File: src/rtl/lcd_timing_sequencer.sv
// LCD dot/line timing sequencer: dot and line counters, mode decode, render
// strobes, VBLANK/STAT interrupt pulses and CPU access locks for OAM/VRAM.
module lcd_timing_sequencer #(
    parameter int unsigned DOTS_PER_LINE = 456,
    parameter int unsigned VISIBLE_LINES = 144,
    parameter int unsigned TOTAL_LINES   = 154,
    parameter int unsigned OAM_SCAN_DOTS = 80,
    parameter int unsigned XFER_DOTS     = 172
) (
    input  logic       clk,
    input  logic       reset_n,
    input  logic       lcd_enable,
    input  logic [7:0] lyc,
    input  logic [3:0] stat_int_en,
    output logic [7:0] ly,
    output logic [8:0] dot,
    output logic [1:0] mode,
    output logic       lyc_match,
    output logic       drawline,
    output logic       render_complete,
    output logic       vblank_irq,
    output logic       stat_irq,
    output logic       oam_lock,
    output logic       vram_lock
);

    localparam int unsigned DOT_W  = 9;
    localparam int unsigned LY_W   = 8;
    localparam int unsigned STAT_W = 4;

    localparam logic [DOT_W-1:0] DOT_LAST         = DOT_W'(DOTS_PER_LINE - 1);
    localparam logic [DOT_W-1:0] DOT_XFER_START   = DOT_W'(OAM_SCAN_DOTS);
    localparam logic [DOT_W-1:0] DOT_HBLANK_START = DOT_W'(OAM_SCAN_DOTS + XFER_DOTS);
    localparam logic [LY_W-1:0]  LY_LAST          = LY_W'(TOTAL_LINES - 1);
    localparam logic [LY_W-1:0]  LY_VBLANK_START  = LY_W'(VISIBLE_LINES);

    typedef enum logic [1:0] {
        MODE_HBLANK = 2'd0,
        MODE_VBLANK = 2'd1,
        MODE_OAM    = 2'd2,
        MODE_XFER   = 2'd3
    } lcd_mode_e;

    logic [DOT_W-1:0]  dot_q, dot_d;
    logic [LY_W-1:0]   ly_q, ly_d;
    logic              stat_line_q, stat_line_d;

    logic              en_c;
    logic              visible_c;
    lcd_mode_e         mode_raw_c;
    lcd_mode_e         mode_c;
    logic              lyc_match_c;
    logic [STAT_W-1:0] stat_src_c;
    logic              stat_line_c;

    // Reset gates outputs asynchronously, so it participates in the enable.
    assign en_c      = lcd_enable & reset_n;
    assign visible_c = (ly_q < LY_VBLANK_START);

    // Raw mode decode from the counters, before display-enable gating.
    always_comb begin
        mode_raw_c = MODE_HBLANK;
        if (!visible_c) begin
            mode_raw_c = MODE_VBLANK;
        end else if (dot_q < DOT_XFER_START) begin
            mode_raw_c = MODE_OAM;
        end else if (dot_q < DOT_HBLANK_START) begin
            mode_raw_c = MODE_XFER;
        end
    end

    assign mode_c      = en_c ? mode_raw_c : MODE_HBLANK;
    assign lyc_match_c = en_c & (ly_q == lyc);

    // STAT sources ordered {LYC, OAM, VBLANK, HBLANK} to line up with the enable mask.
    assign stat_src_c  = {lyc_match_c,
                          (mode_c == MODE_OAM),
                          (mode_c == MODE_VBLANK),
                          (mode_c == MODE_HBLANK)};
    assign stat_line_c = en_c & (|(stat_int_en & stat_src_c));

    // Next-state: counters advance while enabled, collapse to zero while disabled.
    always_comb begin
        dot_d       = dot_q;
        ly_d        = ly_q;
        stat_line_d = stat_line_q;
        if (!lcd_enable) begin
            dot_d       = '0;
            ly_d        = '0;
            stat_line_d = 1'b0;
        end else begin
            stat_line_d = stat_line_c;
            if (dot_q == DOT_LAST) begin
                dot_d = '0;
                if (ly_q == LY_LAST) begin
                    ly_d = '0;
                end else begin
                    ly_d = ly_q + LY_W'(1);
                end
            end else begin
                dot_d = dot_q + DOT_W'(1);
            end
        end
    end

    // Timing state registers.
    always_ff @(posedge clk or negedge reset_n) begin
        if (!reset_n) begin
            dot_q       <= '0;
            ly_q        <= '0;
            stat_line_q <= 1'b0;
        end else begin
            dot_q       <= dot_d;
            ly_q        <= ly_d;
            stat_line_q <= stat_line_d;
        end
    end

    assign ly              = ly_q;
    assign dot             = dot_q;
    assign mode            = mode_c;
    assign lyc_match       = lyc_match_c;
    assign drawline        = en_c & visible_c & (dot_q == DOT_XFER_START);
    assign render_complete = en_c & (mode_c == MODE_VBLANK);
    assign vblank_irq      = en_c & (ly_q == LY_VBLANK_START) & (dot_q == '0);
    // Rising edge only: overlapping sources that keep the line high make no new pulse.
    assign stat_irq        = stat_line_c & ~stat_line_q;
    assign oam_lock        = en_c & mode_c[1];
    assign vram_lock       = en_c & (mode_c == MODE_XFER);

endmodule

File: config.mk
export PLATFORM = sky130hd
export DESIGN_NAME = lcd_timing_sequencer
export DESIGN_NICKNAME = d
export VERILOG_FILES = /design/src/rtl/lcd_timing_sequencer.sv
export SDC_FILE = /design/constraint.sdc
export NUM_CORES = 1
export LEC_CHECK = 0
export ABC_AREA = 1
export BUFFER_PORTS_ARGS = -buffer_cell sky130_fd_sc_hd__buf_2
export CAP_MARGIN = 30
export CELL_PAD_IN_SITES_DETAIL_PLACEMENT = 1
export CELL_PAD_IN_SITES_GLOBAL_PLACEMENT = 2
export CORE_MARGIN = 5
export CORE_UTILIZATION = 27
export CTS_CLUSTER_DIAMETER = 100
export DETAILED_ROUTE_END_ITERATION = 7
export GPL_TIMING_DRIVEN = 1
export PLACE_DENSITY = 0.77
export SLEW_MARGIN = 20
export SYNTH_ARGS = -nofsm -noshare
export SYNTH_HDL_FRONTEND = slang
export SYNTH_SLANG_ARGS = --single-unit
export TNS_END_PERCENT = 50
File: constraint.sdc
create_clock -name clk -period 1.7 [get_ports clk]
set_input_delay 0.085 -clock clk [delete_from_list [all_inputs] [get_ports clk]]
set_output_delay 0.085 -clock clk [all_outputs]
set_load 0.05 [all_outputs]
==> out/qor.yml <==
status: "finished, violations left"
violations: "negative setup slack"
swShare_pct: 29.7
fp.dieH_um: 79.2
grt_pass1_vias: 1419
ys.flop_type: "dfrtp_1"
tightest_slew_ns: 0.280
grt_first_pass_wirelength_um: 6900
grt_overflow: 0
start_util_pct: 27.5
setup_viol: 2
io_buffers: 40
max_freq_mhz: 574
nets: 274
synth_top_cell_by_area: "dfrtp_1"
pwr-share-comb_pct: 19.1
syn-num-nets: 199
gp_congestion: 0.792
cts_sinks: 18
drive_above_1_share_pct: 49.8
hp-class: "in -> reg"
drc_errors: 0
start_kind: "flip-flop"
boundaryPins: 41
core_sq_um: 4690
arrival_ns: 1.66
detailed_place.area_sq_um: 1740
hpwl_um: 3370
rsz0062_at_grt: "yes"
endpoint_kind: "primary output"
finClkSkew_ns: 0.000822
final.setup.worst_slack_ns: -0.0436
wl_per_cell_um: 14.1
antenna_cells: 0
vias: 1437
cts_buffers: 3
die_w_um: 79.2
critical_path_class: "reg -> out"
ir_drop_uv: 259
ant_nets: 0
cts_tree: "built"
slew_headroom_pct: 81.3
netlist_area_sq_um: 1290
synth_area_leaders: "dfrtp_1 (35%), nand2_1 (9.0%), inv_1 (7.8%), nor2_1 (7.6%), ha_1 (4.8%)"
drt_wl_total_um: 4310
grt_max_degree: 19
leakage_nw: 1.01
routed_via_density: 4.68
r2r_slack_ns: 0.11
period_needed_ns: 1.74
finalCritPeriodShare_pct: 103
dr.pass1.iters: 4
power.switching_w: 0.000284
ys_ff_latch: 18
antenna_found_initial: 0
syn2layout_area_growth_pct: 55.7
row_count: 25
timing_hold_violations_final: 0
synth-edff-count: 0
synthCells: 179
crit_required_ns: 1.62
die_area_sq_um: 6270
final_area_sq_um: 2010
pwr-share-seq_pct: 46.1
fin_hold_ws_ns: 0.159
drv_slew: 0
cts_root_buf: "clkbuf_8"
clk_pin_slew_ns: 0.08
clk_latency_ns: 0.26
layout_common_cells: "buf_2 (31), buf_4 (31), nand2_1 (27)"
clockBufferDepth: 2
intPower_w: 0.000673
path_max_fanout: 6
syn_avg_cell_area_sq_um: 7.21
drv_cap: 0
grt_usage_pct: 14.1
ys_warn_count: 0
ys_seq_area_share_pct: 34.9
async_flop_share_pct: 100
synth.top_cell.area_share_pct: 34.9
p_clk_share_pct: 34.7
power.density_nw_per_um2: 476
drtIter0Drc: 15
yosysUniqueCellTypes: 29
cts_max_level: 1
[final timing paths]
path,startpoint,endpoint,cells after the start
min in group asynchronous,reset_n,dot[5],3
worst max-delay path,ly[0],vblank_irq,7
worst max register to register,dot[1],ly[4],8
worst min register to register,dot[0],dot[0],2
max in group asynchronous,reset_n,ly[7],3
worst min-delay path,lcd_enable,dot[4],3
[synth_stat cells, types with 2 or more instances]
master	number
a21oi_1	8
a21oi_2	3
buf_4	2
dfrtp_1	18
ha_1	5
inv_1	27
nand2_1	31
nand2_2	6
nand3_1	8
nand3_2	4
nand4_1	2
nor2_1	26
nor2_2	5
nor3_1	8
nor4_1	3
o21ai_0	4
o21ai_1	3
xor2_1	5
[repair_timing]
item,4_1_cts,5_1_grt
buffers inserted,4,9
hold endpoints to repair,18,0
pin swaps,2,9
setup endpoints to repair,9,15
cloned,0,0
resized for setup,15,22
hold buffers,1,0
[critical path: stages (launching register included)]
cell and delay [ns]:
dfrtp_1 0.41, buf_4 0.14, buf_4 0.15, inv_1 0.06
ha_1 0.13, nand3_1 0.08, nor3_2 0.24, buf_6 0.19
[layer usage]
metal  global-route usage, %  wire [um]
met1                    18.6       1980
met2                    23.9       2170
met3                    1.70        111
met4                    4.12         54
met5                       0          0
[area by class of cell]
class,count,area [sq um]
inverters,28,111
fillers,597,2680
well taps,54,67.6
flip-flops and latches,18,464
multi-input cells,130,815
repair buffers,73,508
clock buffers,4,45.0
[logic make-up after synthesis]
| family | count (synthesis) | share of synthesized area (%) |
|---|---|---|
| and+or+nand+nor | 98 | 37.0 |
| buffers and inverters | 31 | 9.69 |
| AOI/OAI and AO/OA | 21 | 9.50 |
| DFF | 18 | 34.9 |
| xor gates and xnor gates | 6 | 4.07 |
| adders and majority gates | 5 | 4.84 |
[state kept, by name, summed over array words and instances (netlist names)]
register,cells
ly,8
dot,9
stat_line_q,1
[per-stage QoR]
step | util [%] | instances | total power [W] | setup WS (ns) | setup TNS (ns)
after detailed placement | 37.1 | 289 | 0.000613 | 0.0768 | 0
after global placement | 37.1 | 289 | 0.000612 | 0.128 | 0
after CTS | 39.8 | 298 | 0.000945 | -0.0779 | -0.0779
final | 42.9 | 307 | 0.000957 | -0.0436 | -0.0808
after global routing | 42.9 | 307 | 0.000998 | -0.133 | -0.412
after floorplan | - | 179 | 0.000545 | -0.0548 | -0.181
[power by group through the flow]
stage	Combinational, W	Sequential [W]	Clock, W
floorplan	0.0000750	0.000470	0
global placement	0.000162	0.000450	0
detailed placement	0.000162	0.000450	0
CTS	0.000168	0.000442	0.000335
global route	0.000201	0.000443	0.000355
finish	0.000183	0.000441	0.000332
Power figures use the tool's default switching activity.
